<file path="src/rtl/demux2_buf_if.sv">
// Handshake bundle for demux2_buf: one producer stream in, two consumer channels out.
// The producer and both consumers use the master modport; the demux itself uses the slave modport.
interface demux2_buf_if #(
  parameter int WIDTH = 32
);
  logic             in_valid;
  logic             in_ready;
  logic [WIDTH-1:0] in_data;
  logic             sel;

  logic             A_valid;
  logic             A_ready;
  logic [WIDTH-1:0] A_out;

  logic             B_valid;
  logic             B_ready;
  logic [WIDTH-1:0] B_out;

  modport master (
    output in_valid,
    output in_data,
    output sel,
    output A_ready,
    output B_ready,
    input  in_ready,
    input  A_valid,
    input  A_out,
    input  B_valid,
    input  B_out
  );

  modport slave (
    input  in_valid,
    input  in_data,
    input  sel,
    input  A_ready,
    input  B_ready,
    output in_ready,
    output A_valid,
    output A_out,
    output B_valid,
    output B_out
  );
endinterface

</file>
<file path="src/rtl/demux2_buf.sv">
// Registered 1-to-2 demultiplexer. Each output channel owns a 2-entry FIFO,
// so a stalled consumer only blocks words whose sel targets that channel.
module demux2_buf #(
  parameter int WIDTH = 32
) (
  input  logic        clk,
  input  logic        rst,
  demux2_buf_if.slave bus
);

  logic [1:0]            count_a_q, count_a_d;
  logic                  wr_ptr_a_q, wr_ptr_a_d;
  logic                  rd_ptr_a_q, rd_ptr_a_d;
  logic [1:0][WIDTH-1:0] mem_a_q, mem_a_d;

  logic [1:0]            count_b_q, count_b_d;
  logic                  wr_ptr_b_q, wr_ptr_b_d;
  logic                  rd_ptr_b_q, rd_ptr_b_d;
  logic [1:0][WIDTH-1:0] mem_b_q, mem_b_d;

  logic full_a, full_b;
  logic push_a, push_b;
  logic pop_a, pop_b;

  // in_ready depends only on sel and registered counts, never on the consumer readies.
  assign full_a       = (count_a_q == 2'd2);
  assign full_b       = (count_b_q == 2'd2);
  assign bus.in_ready = bus.sel ? ~full_b : ~full_a;

  assign push_a = bus.in_valid & ~bus.sel & ~full_a;
  assign push_b = bus.in_valid &  bus.sel & ~full_b;

  assign bus.A_valid = (count_a_q != 2'd0);
  assign bus.B_valid = (count_b_q != 2'd0);
  assign bus.A_out   = mem_a_q[rd_ptr_a_q];
  assign bus.B_out   = mem_b_q[rd_ptr_b_q];

  assign pop_a = bus.A_valid & bus.A_ready;
  assign pop_b = bus.B_valid & bus.B_ready;

  always_comb begin
    count_a_d  = count_a_q;
    wr_ptr_a_d = wr_ptr_a_q;
    rd_ptr_a_d = rd_ptr_a_q;
    mem_a_d    = mem_a_q;
    if (push_a) begin
      mem_a_d[wr_ptr_a_q] = bus.in_data;
      wr_ptr_a_d          = ~wr_ptr_a_q;
    end
    if (pop_a) begin
      rd_ptr_a_d = ~rd_ptr_a_q;
    end
    case ({push_a, pop_a})
      2'b10:   count_a_d = count_a_q + 2'd1;
      2'b01:   count_a_d = count_a_q - 2'd1;
      default: count_a_d = count_a_q;
    endcase
  end

  always_comb begin
    count_b_d  = count_b_q;
    wr_ptr_b_d = wr_ptr_b_q;
    rd_ptr_b_d = rd_ptr_b_q;
    mem_b_d    = mem_b_q;
    if (push_b) begin
      mem_b_d[wr_ptr_b_q] = bus.in_data;
      wr_ptr_b_d          = ~wr_ptr_b_q;
    end
    if (pop_b) begin
      rd_ptr_b_d = ~rd_ptr_b_q;
    end
    case ({push_b, pop_b})
      2'b10:   count_b_d = count_b_q + 2'd1;
      2'b01:   count_b_d = count_b_q - 2'd1;
      default: count_b_d = count_b_q;
    endcase
  end

  // Storage is cleared too, so both heads read zero while rst is asserted.
  always_ff @(posedge clk or posedge rst) begin
    if (rst) begin
      count_a_q  <= 2'd0;
      wr_ptr_a_q <= 1'b0;
      rd_ptr_a_q <= 1'b0;
      mem_a_q    <= '0;
      count_b_q  <= 2'd0;
      wr_ptr_b_q <= 1'b0;
      rd_ptr_b_q <= 1'b0;
      mem_b_q    <= '0;
    end else begin
      count_a_q  <= count_a_d;
      wr_ptr_a_q <= wr_ptr_a_d;
      rd_ptr_a_q <= rd_ptr_a_d;
      mem_a_q    <= mem_a_d;
      count_b_q  <= count_b_d;
      wr_ptr_b_q <= wr_ptr_b_d;
      rd_ptr_b_q <= rd_ptr_b_d;
      mem_b_q    <= mem_b_d;
    end
  end

endmodule

</file>
<file path="src/flat_wrapper.sv">
// flat-port wrapper written by rule: the top's interface ports become plain ports
module demux2_buf_flat 
#(
  parameter int WIDTH = 32
)
  (clk, rst, bus_in_valid, bus_in_data, bus_sel, bus_A_ready, bus_B_ready, bus_in_ready, bus_A_valid, bus_A_out, bus_B_valid, bus_B_out);
  demux2_buf_if #(.WIDTH(WIDTH)) bus_i ();
  input  logic clk;
  input  logic rst;
  input wire logic [$bits(bus_i.in_valid)-1:0] bus_in_valid;
  input wire logic [$bits(bus_i.in_data)-1:0] bus_in_data;
  input wire logic [$bits(bus_i.sel)-1:0] bus_sel;
  input wire logic [$bits(bus_i.A_ready)-1:0] bus_A_ready;
  input wire logic [$bits(bus_i.B_ready)-1:0] bus_B_ready;
  output wire logic [$bits(bus_i.in_ready)-1:0] bus_in_ready;
  output wire logic [$bits(bus_i.A_valid)-1:0] bus_A_valid;
  output wire logic [$bits(bus_i.A_out)-1:0] bus_A_out;
  output wire logic [$bits(bus_i.B_valid)-1:0] bus_B_valid;
  output wire logic [$bits(bus_i.B_out)-1:0] bus_B_out;
  assign bus_i.in_valid = bus_in_valid;
  assign bus_i.in_data = bus_in_data;
  assign bus_i.sel = bus_sel;
  assign bus_i.A_ready = bus_A_ready;
  assign bus_i.B_ready = bus_B_ready;
  assign bus_in_ready = bus_i.in_ready;
  assign bus_A_valid = bus_i.A_valid;
  assign bus_A_out = bus_i.A_out;
  assign bus_B_valid = bus_i.B_valid;
  assign bus_B_out = bus_i.B_out;
  demux2_buf #(.WIDTH(WIDTH)) u_core (.clk(clk), .rst(rst), .bus(bus_i));
endmodule
</file>
<file path="config.mk">
export PLATFORM = sky130hd
export DESIGN_NAME = demux2_buf_flat
export DESIGN_NICKNAME = d
export VERILOG_FILES = /design/src/rtl/demux2_buf_if.sv /design/src/rtl/demux2_buf.sv /design/src/flat_wrapper.sv
export SDC_FILE = /design/constraint.sdc
export NUM_CORES = 1
export LEC_CHECK = 0
export CORE_MARGIN = 2
export CORE_UTILIZATION = 30
export DETAILED_ROUTE_END_ITERATION = 7
export GPL_TIMING_DRIVEN = 0
export SYNTH_ARGS = -nofsm -noshare
export SYNTH_HDL_FRONTEND = slang
export SYNTH_SLANG_ARGS = --single-unit
</file>
<file path="constraint.sdc">
create_clock -name clk -period 8.85 [get_ports clk]
set_clock_uncertainty 0.1 [all_clocks]
set_input_delay 1.3275 -clock clk [delete_from_list [all_inputs] [get_ports clk]]
set_output_delay 1.3275 -clock clk [all_outputs]
set_load 0.02 [all_outputs]
</file>
After elaboration in Yosys (flattened, before gate mapping):

Cells that the tools add are included.

* add/sub/neg operators: 4
* multipliers: 0
* div/mod/pow operators: 0
* magnitude comparators: 6
* equal/unequal tests: 6
* shift-type cells: 0
* mux-type cells: 13
* bitwise gates (word level): 13
* reductions and logical operators: 6

Operators by type and width (count)
* 2-to-1 mux 32 bit: 6
* bitwise mux 64 bit: 2
* demux 32 bit (select 1 bit): 2
* == test 2 bit, second input constant: 4
* less-than comparator 1 x 2 -> 1 bit, second input constant: 4
* case mux 2 bit (2 select lines): 2
* nonzero test 2 bit: 4
* NOT 1 bit: 7
* AND 1 bit: 6
* adder 2 x 1 -> 2 bit, second input constant: 2
* == test 2 x 1 -> 1 bit, second input constant: 2
* subtractor 2 x 1 -> 2 bit, second input constant: 2
* greater-or-equal comparator 1 bit, second input constant: 2
* logical AND 1 bit: 2
* 2-to-1 mux 1 bit: 1

* flip-flop bits (word level): 136
* bits in latches: 0
* memory bits (writable): 0
* memory bits (read-only): 0
* input bits: 38
* output and inout port bits: 67
* logic and storage cells: 58
* memories kept: 0

Depth between registers and ports, before layout:

Gate-level depths: netlist (run 1).

* word-level depth: 5
* mapped depth: 6
* depth with buffers taken out: 6

Worst setup path before layout (run 1):

No wires, ideal clock.

* path kind: input port to output port
* start: in bus_sel
* end: out bus_in_ready
* arrival: 1.696 ns
* setup slack: 5.726 ns
* cell stages on the path: 2
* path through: nor2_1 -> a21oi_1

* word-level cells in the longest chain between the ends: 1

Ends and longest elaborated chain
* start, declared: RTL line flat_wrapper.sv:12 `input wire logic [$bits(bus_i.sel)-1:0] bus_sel;`
* 2-to-1 mux 1 bit: RTL line demux2_buf.sv:28 `assign bus.in_ready = bus.sel ? ~full_b : ~full_a;`
* end, declared: RTL line flat_wrapper.sv:15 `output wire logic [$bits(bus_i.in_ready)-1:0] bus_in_ready;`

No other way between the ends.

Final worst setup path (run 1):

Same ends and word-level chain as after synthesis.

==> results of run 1 <==
==> synth_stat cells <==
cell,instances
mux2_2,157
mux2_4,30
nor2b_1,2
clkbuf_1,8
xor2_1,4
buf_2,9
nand2_1,1
a21oi_1,1
buf_6,4
nand4_1,1
nor2_1,3
or2_2,2
inv_1,1
ha_1,2
nand2b_1,4
or3b_1,1
mux2_1,5
and2_1,2
nand3_1,1
nor3_2,2
dfrtp_1,136
xnor2_1,6
==> worst paths after layout <==
| kind | start | to | slack (ns) | cells past startpoint |
|---|---|---|---|---|
| worst max-delay path | bus_sel | bus_in_ready | 4.69 | 4 |
| worst min-delay path | u_core.mem_a_q[30]$_DFFE_PP0P_ | u_core.mem_a_q[30]$_DFFE_PP0P_ | 0.39 | 1 |
| worst max register to register | u_core.count_b_q[1]$_DFFE_PP0P_ | u_core.mem_b_q[24]$_DFFE_PP0P_ | 6.81 | 4 |
| worst min register to register | u_core.mem_a_q[30]$_DFFE_PP0P_ | u_core.mem_a_q[30]$_DFFE_PP0P_ | 0.39 | 1 |
| max in group asynchronous | rst | u_core.rd_ptr_a_q$_DFFE_PP0P_ | 6.60 | 3 |
| min in group asynchronous | rst | u_core.mem_a_q[50]$_DFFE_PP0P_ | 1.26 | 2 |
==> area by class of cell <==
class / instances / share of cell area
clock buffers: 22 / 0.05900
clock inverters: 8 / 0.01510
well taps: 265 / 0.04125
repair buffers: 105 / 0.1329
multi-input cells: 224 / 0.3123
flip-flops and latches: 136 / 0.4234
inverters: 1 / 0.001090
plain buffers: 21 / 0.01494
==> cell families (layout without fill, tap and decap cells) <==
family,count (synthesis),after routing,share of synthesized area
buffers and inverters,22,157,0.02052
xor gates and xnor gates,10,10,0.01451
AOI/OAI and AO/OA,1,1,0.0008282
muxes,192,192,0.3768
and+or+nand+nor,19,19,0.01948
DFF,136,136,0.5637
adders and majority gates,2,2,0.004144
==> worst max-delay path, cell delays in order <==
cell and delay [ns]:
clkdlybuf4s50_1 0.55, nor2_1 0.07, a21oi_1 0.15, clkdlybuf4s50_1 0.63
==> where the power goes <==
part / internal (mW) / switching, mW / total (mW)
clock network: 0.461 / 0.251 / 0.712
logic: 0.950 / 0.735 / 1.69
registers: 0.942 / 0.155 / 1.10
==> stage by stage <==
| step | instance area [um2] | power (mW) | hold WS (ns) |
|---|---|---|---|
| 2_1_floorplan | 6037 | 2.142 | 0.3541 |
| 3_3_place_gp | 7410 | 2.777 | 0.3632 |
| 3_5_place_dp | 7442 | 2.816 | 0.3750 |
| 4_1_cts | 8038 | 3.549 | 0.3869 |
| 5_1_grt | 8038 | 3.695 | 0.4111 |
| 6_report | 8038 | 3.494 | 0.3863 |
==> per-layer routing <==
layer / share of wire / vias to the layer above / GRT usage
li1: - / 1610 / -
met1: 0.46 / 1793 / 0.1724
met2: 0.49 / 80 / 0.2158
met3: 0.043 / 9 / 0.03574
met4: 0.010 / 0 / 0.04118
met5: 0 / - / 0
==> sequential cells by signal, summed over array words and instances (netlist names) <==
signal / count
u_core.wr_ptr_b_q: 1
u_core.count_a_q: 2
u_core.rd_ptr_a_q: 1
u_core.count_b_q: 2
u_core.mem_b_q: 64
u_core.mem_a_q: 64
u_core.wr_ptr_a_q: 1
u_core.rd_ptr_b_q: 1
==> flow_metrics.py, run 1 <==
metrics = {
    "place": {
        "gp_congestion": 0.7253,
        "dp_cells": 752,
        "place_ws_ns": 4.715,
        "portBuffers": 104,
        "dp_hpwl_um": 9175,
    },
    "critical_path": {
        "worstSetupPathType": "primary input to output pin",
        "arrival_ns": 2.73,
        "cp.required_ns": 7.42,
        "critPathLaunchType": "primary input",
        "cp_max_fo": 6,
        "end_kind": "output pin",
    },
    "clock_network": {
        "htreeDepth": 4,
        "ctsLongestPathBuffers": 2,
        "cts_made_buffers": 17,
        "clock-sinks": 136,
        "clock_latency_ns": 0.41,
        "cts_setup_buffers": 0,
        "clk_pin_slew_ns": 0.05,
        "clock_tree.root_cell": "clkbuf_16",
        "cts_tree": "done",
        "cts_hold_buf": 0,
        "ctsResizeCount": 0,
    },
    "synth": {
        "synthCells": 382,
        "synth_area_leaders": "dfrtp_1 56%, mux2_2 29%, mux2_4 7.5%",
        "synth_seq_area_share": 0.5637,
        "yosysTopAreaCellShare": 0.5637,
        "avgSynthCellArea_um2": 15.80,
        "ys_seq_elements": 136,
        "syn_nets": 422,
        "ys.warnings.count": 0,
        "syn_area_um2": 6037,
        "yosys.area.top_type": "dfrtp_1",
        "ys_types": 22,
    },
    "timing": {
        "rsz0062_at_grt": "false",
        "finalCriticalPeriod_ns": 4.158,
        "max_freq_mhz": 240.5,
        "drv_slew": 0,
        "finalHoldViolations": 0,
        "worst_slack_ns": 4.692,
        "finalSetupViolCount": 0,
        "worstMarginPinSlew_ns": 0.8481,
        "finalCritPeriodShare": 0.4698,
        "fin_tns_setup_ns": 0,
        "slew_headroom": 0.4346,
    },
    "die": {
        "die_y_um": 145.9,
        "core_um2": 19590,
        "dieArea_um2": 21270,
        "die_x_um": 145.9,
        "io_pins": 105,
        "rows": 51,
        "initial_core_util": 0.3082,
    },
    "cells_and_area": {
        "areaGrowthSynthToFinish_pct": 33.14,
        "final_cell_mix": "157 x mux2_2, 136 x dfrtp_1, 104 x clkdlybuf4s50_1",
        "final_common_cell": "mux2_2",
        "layout.nets": 546,
        "drive_gt1_frac": 0.4526,
        "n_antenna_cell": 0,
        "multi_input_comb_area_um2": 2510,
        "stdcell_count": 782,
        "fillCellCount": 1811,
        "final_core_util": 0.4103,
        "seq_area_um2": 3403,
    },
    "route": {
        "routed-via-count": 3492,
        "drtAntennaViolNets": 0,
        "drtIter0Drc": 113,
        "wl_um": 13500,
        "drc_errors": 0,
        "wl_per_cell_um": 17.26,
        "via_per_inst": 4.465,
        "drtPass1Iterations": 4,
    },
    "grt": {
        "grt_max_degree": 77,
        "antenna_found_initial": 0,
        "track_usage": 0.1325,
        "grt_overflow_total": 0,
        "grt_pass1_vias": 3846,
        "grt_pass1_wl_um": 21600,
    },
    "job": {
        "maxCapViolCount": 0,
    },
    "power": {
        "power_density_nw_per_um2": 434.7,
        "p_leak_nw": 3.424,
        "ir_drop_uv": 194.7,
    },
    "run_status": {
        "status": "completed",
    },
    "hold_path": {
        "hold_path_class": "register to register",
    },
}
No activity file was read; power rests on OpenSTA's default activity.
==> inputs of run 2 (changes only) <==
Clock period 8.85 ns to 3.56 ns, I/O delays scaled along.
==> flow_metrics.py, run 2 (synthesized netlist as in run 1, its figures left out) <==
metrics = {
    "run_status": {
        "status": "completed",
    },
    "die": {
        "io_pins": 105,
        "die_x_um": 145.9,
        "initial_core_util": 0.3082,
        "die_y_um": 145.9,
        "dieArea_um2": 21270,
        "rows": 51,
        "core_um2": 19590,
    },
    "timing": {
        "rsz0062_at_grt": "false",
        "drv_slew": 0,
        "max_freq_mhz": 302.0,
        "fin_tns_setup_ns": 0,
        "finalCriticalPeriod_ns": 3.311,
        "finalHoldViolations": 0,
        "finalSetupViolCount": 0,
        "worst_slack_ns": 0.2489,
        "worstMarginPinSlew_ns": 0.8357,
        "slew_headroom": 0.4429,
        "finalCritPeriodShare": 0.9301,
    },
    "cells_and_area": {
        "reg.largest.list": "u_core.mem_a_q (64), u_core.mem_b_q (64)",
        "drive_gt1_frac": 0.4607,
        "layout.nets": 548,
        "fillCellCount": 1854,
        "final_common_cell": "mux2_2",
        "areaGrowthSynthToFinish_pct": 34.18,
        "final_cell_mix": "157 x mux2_2, 136 x dfrtp_1, 104 x clkdlybuf4s50_1",
        "n_antenna_cell": 0,
    },
    "route": {
        "routed-via-count": 3527,
        "wl_per_cell_um": 17.63,
        "via_per_inst": 4.487,
        "drtAntennaViolNets": 0,
        "drtIter0Drc": 96,
        "drc_errors": 0,
        "wl_um": 13850,
        "drtPass1Iterations": 4,
    },
    "critical_path": {
        "critPathLaunchType": "register",
        "path_cells": "clkbuf_1, clkbuf_1, mux2_2, clkdlybuf4s50_1",
        "path_depth": 4,
        "cpMaxStageDelayCell": "clkbuf_1",
        "cp_slowest_stage_delay_ns": 0.68,
        "cp.required_ns": 2.93,
        "cp_max_fo": 10,
        "arrival_ns": 2.68,
        "ff2ff_setup_slack_ns": 1.55,
        "cpLargestDelayFamily": "buffers and inverters",
        "worstSetupPathType": "register to output pin",
        "end_kind": "output pin",
        "critPathBufInv": 3,
        "crit_top_cell": "clkbuf_1",
        "reg2reg_from": "u_core.count_b_q[1]$_DFFE_PP0P_",
        "r2r_end": "u_core.mem_b_q[15]$_DFFE_PP0P_",
        "rr_worst_depth": 4,
    },
    "clock_network": {
        "ctsLongestPathBuffers": 2,
        "clock_tree.root_cell": "clkbuf_16",
        "cts_setup_buffers": 0,
        "clock_latency_ns": 0.41,
        "clk_pin_slew_ns": 0.06,
        "htreeDepth": 4,
        "cts_hold_buf": 0,
        "clock-sinks": 136,
        "ctsResizeCount": 0,
        "cts_tree": "done",
        "cts_made_buffers": 17,
    },
    "place": {
        "place_ws_ns": 0.6078,
        "portBuffers": 104,
        "gp_congestion": 0.6882,
        "dp_hpwl_um": 9562,
    },
    "power": {
        "p_switching_mw": 2.922,
        "p_int_mw": 5.881,
        "ir_drop_uv": 393.2,
        "power_frac_seq": 0.311,
        "p_comb_frac": 0.477,
        "power_density_nw_per_um2": 1087,
        "power_mw": 8.803,
        "clockPowerShare": 0.212,
        "switching_share": 0.3319,
        "p_leak_nw": 3.443,
    },
    "hold_path": {
        "hold_path_class": "register to register",
        "hold_depth": 1,
        "holdPathEnd": "u_core.mem_a_q[30]$_DFFE_PP0P_",
        "hold_path_startpoint": "u_core.mem_a_q[30]$_DFFE_PP0P_",
    },
    "grt": {
        "grt_overflow_total": 0,
        "grt_max_degree": 41,
        "grt_pass1_wl_um": 21880,
        "grt_pass1_vias": 3884,
        "track_usage": 0.1343,
        "antenna_found_initial": 0,
    },
    "job": {
        "maxCapViolCount": 0,
    },
}
==> run 2: cell count changes in the layout (fill, tap and decap cells not counted), sizes merged <==
cell,before,now
clkbuf,30,25
clkinvlp,1,4
buf,14,16
clkinv,4,6
bufinv,3,4
inv,1,2
==> run 2: routing by layer <==
layer  global-route usage  routed length, um  vias up
met5                    0                  0        -
met4              0.04167                159        0
met3              0.03856                547       14
met2               0.2163               6738       70
met1               0.1753               6409     1834
li1                     -                  -     1609
==> run 2: worst max path at each step <==
stage,startpoint,endpoint,slack [ns]
6_report,u_core.rd_ptr_a_q$_DFFE_PP0P_,bus_A_out[6],0.25
5_1_grt,u_core.rd_ptr_b_q$_DFFE_PP0P_,bus_B_out[1],0.08
4_1_cts,u_core.rd_ptr_a_q$_DFFE_PP0P_,bus_A_out[25],0.16
3_5_place_dp,u_core.rd_ptr_a_q$_DFFE_PP0P_,bus_A_out[25],0.61
3_3_place_gp,rst,u_core.count_b_q[0]$_DFFE_PP0P_,0.05
2_1_floorplan,rst,u_core.count_a_q[0]$_DFFE_PP0P_,1.23
==> run 2: layout make-up <==
cell class | count | area (um2) | area share
Clock inverter | 15 | 201.4 | 0.02487
Timing Repair Buffer | 107 | 1101 | 0.1359
Clock buffer | 17 | 425.4 | 0.05252
Sequential cell | 136 | 3403 | 0.4201
Multi-Input combinational cell | 224 | 2510 | 0.3099
Buffer | 21 | 120.1 | 0.01483
Inverter | 1 | 7.507 | 0.0009268
Tap cell | 265 | 331.6 | 0.04093
==> run 2: power by group through the flow <==
stage          Clock [mW]  Combinational [mW]  Sequential (mW)
6_report             1.87                4.20             2.73
3_5_place_dp            0                4.27             2.76
2_1_floorplan           0                2.70             2.63
3_3_place_gp            0                4.21             2.70
4_1_cts              1.91                4.29             2.74
5_1_grt              1.97                4.46             2.84
==> run 2: metrics by stage <==
| step | utilization | hold WS, ns | area (um2) | std cells |
|---|---|---|---|---|
| floorplan | - | 0.3541 | 6041 | 382 |
| CTS | 0.4135 | 0.3916 | 8100 | 786 |
| detailed placement | 0.3815 | 0.3774 | 7473 | 754 |
| global placement | 0.3784 | 0.3635 | 7413 | 751 |
| finish | 0.4135 | 0.3819 | 8100 | 786 |
| global route | 0.4135 | 0.4068 | 8100 | 786 |
==> patch 1, RTL diff (config.mk and constraints of run 2) <==
Make the reset (`rst`) synchronous in one clocked block.
--- a/src/rtl/demux2_buf.sv
+++ b/src/rtl/demux2_buf.sv
@@ -78,5 +78,5 @@
 
   // Storage is cleared too, so both heads read zero while rst is asserted.
-  always_ff @(posedge clk or posedge rst) begin
+  always_ff @(posedge clk) begin
     if (rst) begin
       count_a_q  <= 2'd0;
Function: differs if rst is asserted again (counterexample within 4 cycles, from zero or initial values and one cycle with rst high); with rst held inactive, the same outputs for 4 cycles.
==> patch 1 against run 2 <==
  * Design area up 1.1%
  * Global-route usage up 2.4 points
  * Register-to-register slack better by 0.20 ns
  * Sequential cell count unchanged
  * Wire length up 19%
  * Setup slack better by 0.046 ns
  * Via count up 25%
  * Synthesized area up 2.5%
  * Largest cell class is now multi-input combinational cells
Power is not compared: it rests on default switching activity, and its combinational part moved more than twofold at a synthesized area within 25%.
==> patch 1: results (changes against run 2) <==
metric	value	unit	change
Synth Area in Compound Gates	0.0105		+0.00969
hold path depth	2		+1
Overall Power	4.72	mW	
final WL	16.5	mm	+19%
wire length on met1	7.43	mm	+16%
syn_nets	609		+44%
Critical R2R Launch	u_core.count_b_q[0]		
Total GRT Usage	0.159		+0.0243
GPL Wtd Cong	0.751		+9.2%
Post-DP HPWL	11.7	mm	+22%
synth unique cells	26		+18%
commonest register cell after synthesis	dfxtp_1		
Critical Path Start	u_core.rd_ptr_a_q		
Post-Syn Instances	569		+49%
global-route wire length before repair	26.5	mm	+21%
met1 global-route usage	0.197		+0.0214
Cells after DPL	942		+25%
vias in the first global route	4883		+26%
hold endpoint	u_core.mem_b_q[3]		
largest net degree at the start of global routing	17		-59%
top post-synthesis cells by area	dfxtp_1, mux2i_1, nand2b_1		
met2 WL post-DR	8.08	mm	+20%
routing usage on met3	0.0321		-0.00646
I/O Buffers	103		-0.96%
layout cells sized above 1	0.165		-0.296
outcome	completed		
max_slew headroom	0.373		-0.0701
Synth Area in Adders	0.00404		-0.000101
worst path arrival time	2.63	ns	-0.05 ns
met3 WL	596	um	+9.0%
Critical R2R Capture	u_core.mem_b_q[38]		
post-synthesis sequential area ratio	0.440		-0.124
r2r setup slk	1.75	ns	+0.20 ns
routed vias/inst	4.51		+0.62%
CP endpoint	bus_A_out[31]		
nets@finish	731		+33%
synth cell count leaders	nand2b_1, dfxtp_1, mux2i_1, mux2_2, clkbuf_1		
==> patch 1: cell types whose count changed after synthesis, moves of 4 or more <==
cell and delta:
clkbuf_1 +16, mux2_2 -93, mux2_1 -5, dfrtp_1 -136
mux2_4 -30, nand2b_1 +158, a21oi_1 +4, mux2i_1 +128
dfxtp_1 +136
==> patch 1: layout make-up <==
| class | count | area (um2) |
|---|---|---|
| plain buffers | 40 | 194 |
| clock buffers | 20 | 467 |
| well taps | 270 | 338 |
| multi-input cells | 393 | 3270 |
| fillers | 1926 | 12000 |
| repair buffers | 103 | 1030 |
| clock inverters | 11 | 170 |
| flip-flops and latches | 136 | 2720 |
==> patch 1: metrics by stage <==
stage,util,instance area [um2],worst slack [ns]
2_1_floorplan,-,6190,1.66
3_3_place_gp,0.373,7560,0.727
3_5_place_dp,0.373,7560,0.734
4_1_cts,0.405,8190,0.256
5_1_grt,0.405,8190,0.179
6_report,0.405,8190,0.295
==> patch 2, RTL diff (flow settings as in run 2) <==
Made on the original files. `WIDTH` is set to 32 in 3 places; all go to 24.
--- a/src/rtl/demux2_buf_if.sv
+++ b/src/rtl/demux2_buf_if.sv
@@ -2,5 +2,5 @@
 // The producer and both consumers use the master modport; the demux itself uses the slave modport.
 interface demux2_buf_if #(
-  parameter int WIDTH = 32
+  parameter int WIDTH = 24
 );
   logic             in_valid;
--- a/src/rtl/demux2_buf.sv
+++ b/src/rtl/demux2_buf.sv
@@ -2,5 +2,5 @@
 // so a stalled consumer only blocks words whose sel targets that channel.
 module demux2_buf #(
-  parameter int WIDTH = 32
+  parameter int WIDTH = 24
 ) (
   input  logic        clk,
--- a/src/flat_wrapper.sv
+++ b/src/flat_wrapper.sv
@@ -2,5 +2,5 @@
 module demux2_buf_flat 
 #(
-  parameter int WIDTH = 32
+  parameter int WIDTH = 24
 )
   (clk, rst, bus_in_valid, bus_in_data, bus_sel, bus_A_ready, bus_B_ready, bus_in_ready, bus_A_valid, bus_A_out, bus_B_valid, bus_B_out);
Interface: changed (resized bus_A_out, bus_B_out and bus_in_data); port bits go from 105 to 81. The function was not compared with the original's and may differ.
==> patch 2 against run 2 <==
  * Sequential power fell by 23%
  * Non-clock buffer count decreased by 32
  * Setup slack got worse by 0.040 ns
  * Design area is 26% lower
  * Sequential cell count down 32
  * Power down 30%
  * Synthesized cell count fell by 23%
  * Fmax shrank 1.2%
  * Wire length fell by 29%
  * Hold slack better by 0.00052 ns
  * Core utilization down 1.9 points
  * Synthesized area shrank 24%
  * Register-to-register slack worse by 0.08 ns
==> patch 2: results (changes against run 2) <==
metric	value	unit	change
Total GRT Usage	0.128		-0.00597
CTS Buffer Depth	2		unchanged
worst-skew pair later-pin latency	0.35	ns	-0.06 ns
initial antenna violation count	0		unchanged
DP Area	0.00568	mm2	-24%
Synth Area in Compound Gates	0.00108		+0.000255
Post-CTS Setup Repair Bufs	0		unchanged
syn_nets	328		-22%
mux cell area share after synthesis	0.367		-0.00941
n_diodes	0		unchanged
synth unique cells	23		+4.5%
Synth Area in Adders	0.00542		+0.00127
I/O Buffers	80		-23%
Largest regs	u_core.mem_a_q (48), u_core.mem_b_q (48)		
vias	2659		-25%
CTS root buf	clkbuf_16		
Post-CTS Resized	0		unchanged
fmax	0.298	GHz	-1.2%
worst stage delay on the critical path	0.71	ns	+0.03 ns
commonest register cell after synthesis	dfrtp_1		
Hold WC Path Type	reg2reg		
worst path arrival time	2.72	ns	+0.04 ns
Slowest-stage cell, CP	buf_1		
post-synthesis sequential area ratio	0.564		about the same
clock-pin slew of the registers on the worst-case setup and hold paths	0.07	ns	
global-route wire length before repair	15.6	mm	-29%
max cap viols	0		unchanged
CP max FO	10		unchanged
Pleak	2.53	nW	-27%
vias in the first global route	2850		-27%
nets@finish	420		-23%
r2r setup slk	1.47	ns	-0.08 ns
Synth Area in XOR/XNOR	0.0190		+0.00446
DRT iter0 DRCs	50		-48%
largest net degree at the start of global routing	64		+56%
top post-synthesis cells by area	dfrtp_1, mux2_2, mux2_4		
synth cell count leaders	dfrtp_1, mux2_2, mux2_1, mux2_4, buf_2		
first-pass detailed-route iteration total	4		unchanged
Inserted Clock Buffers	9		-8
Post-DP HPWL	6.80	mm	-29%
layout cells sized above 1	0.376		-0.0847
htree depth	3		-1
outcome	completed		
GPL Wtd Cong	0.720		+4.5%
max_slew headroom	0.419		-0.0241
maximum vdd drop	431	uV	+9.6%
async set-reset flop share out of synthesis	1.00		unchanged
pre-CTS setup slack	0.462	ns	-0.146 ns
final WL	9.89	mm	-29%
Synth Warn #	0		unchanged
-- patch 2: per-layer routing --
metal  up-vias  routed length [um]  global-route usage
li1       1230                   -                   -
met1      1363                4650               0.166
met2        55                4670               0.201
met3        11                 417              0.0442
met4         0                 163              0.0433
met5         -                   0                   0
-- patch 2: cell type report --
cell class                      count  area, um2
Timing Repair Buffer               81        828
Multi-Input combinational cell    176       1930
Clock inverter                      3       43.8
Sequential cell                   104       2600
Fill cell                        1402       9180
Tap cell                          188        235
Inverter                            1       6.26
Buffer                             15       80.1
Clock buffer                       11        243
-- patch 2: report_power, final --
part	switching (mW)	internal, mW	leakage (nW)
Clock	0.413	0.556	0.141
Combinational	1.38	1.76	1.15
Sequential	0.300	1.79	1.23
Total	2.09	4.11	2.53
-- patch 2: final timing paths --
kind / from / endpoint / cells after the start
worst min-delay path: u_core.mem_a_q[18] / u_core.mem_a_q[18] / 1
worst max register to register: u_core.count_a_q[1] / u_core.mem_a_q[5] / 4
worst max-delay path: u_core.rd_ptr_a_q / bus_A_out[18] / 4
min in group asynchronous: rst / u_core.mem_a_q[43] / 2
max in group asynchronous: rst / u_core.mem_b_q[21] / 3
worst min register to register: u_core.mem_a_q[18] / u_core.mem_a_q[18] / 1
-- patch 2: stage by stage --
stage / instances / hold slack, ns / total power, mW
2_1_floorplan: 296 / 0.354 / 4.04
3_3_place_gp: 564 / 0.363 / 5.22
3_5_place_dp: 565 / 0.372 / 5.29
4_1_cts: 579 / 0.388 / 6.30
5_1_grt: 579 / 0.398 / 6.57
6_report: 579 / 0.382 / 6.20
-- patch 2: critical path: cells and delay by family, from the launching register on --
kind	cells	cell delay, ns
buffers and inverters	3	1.61
flip-flops	1	0.32
multiplexers	1	0.42
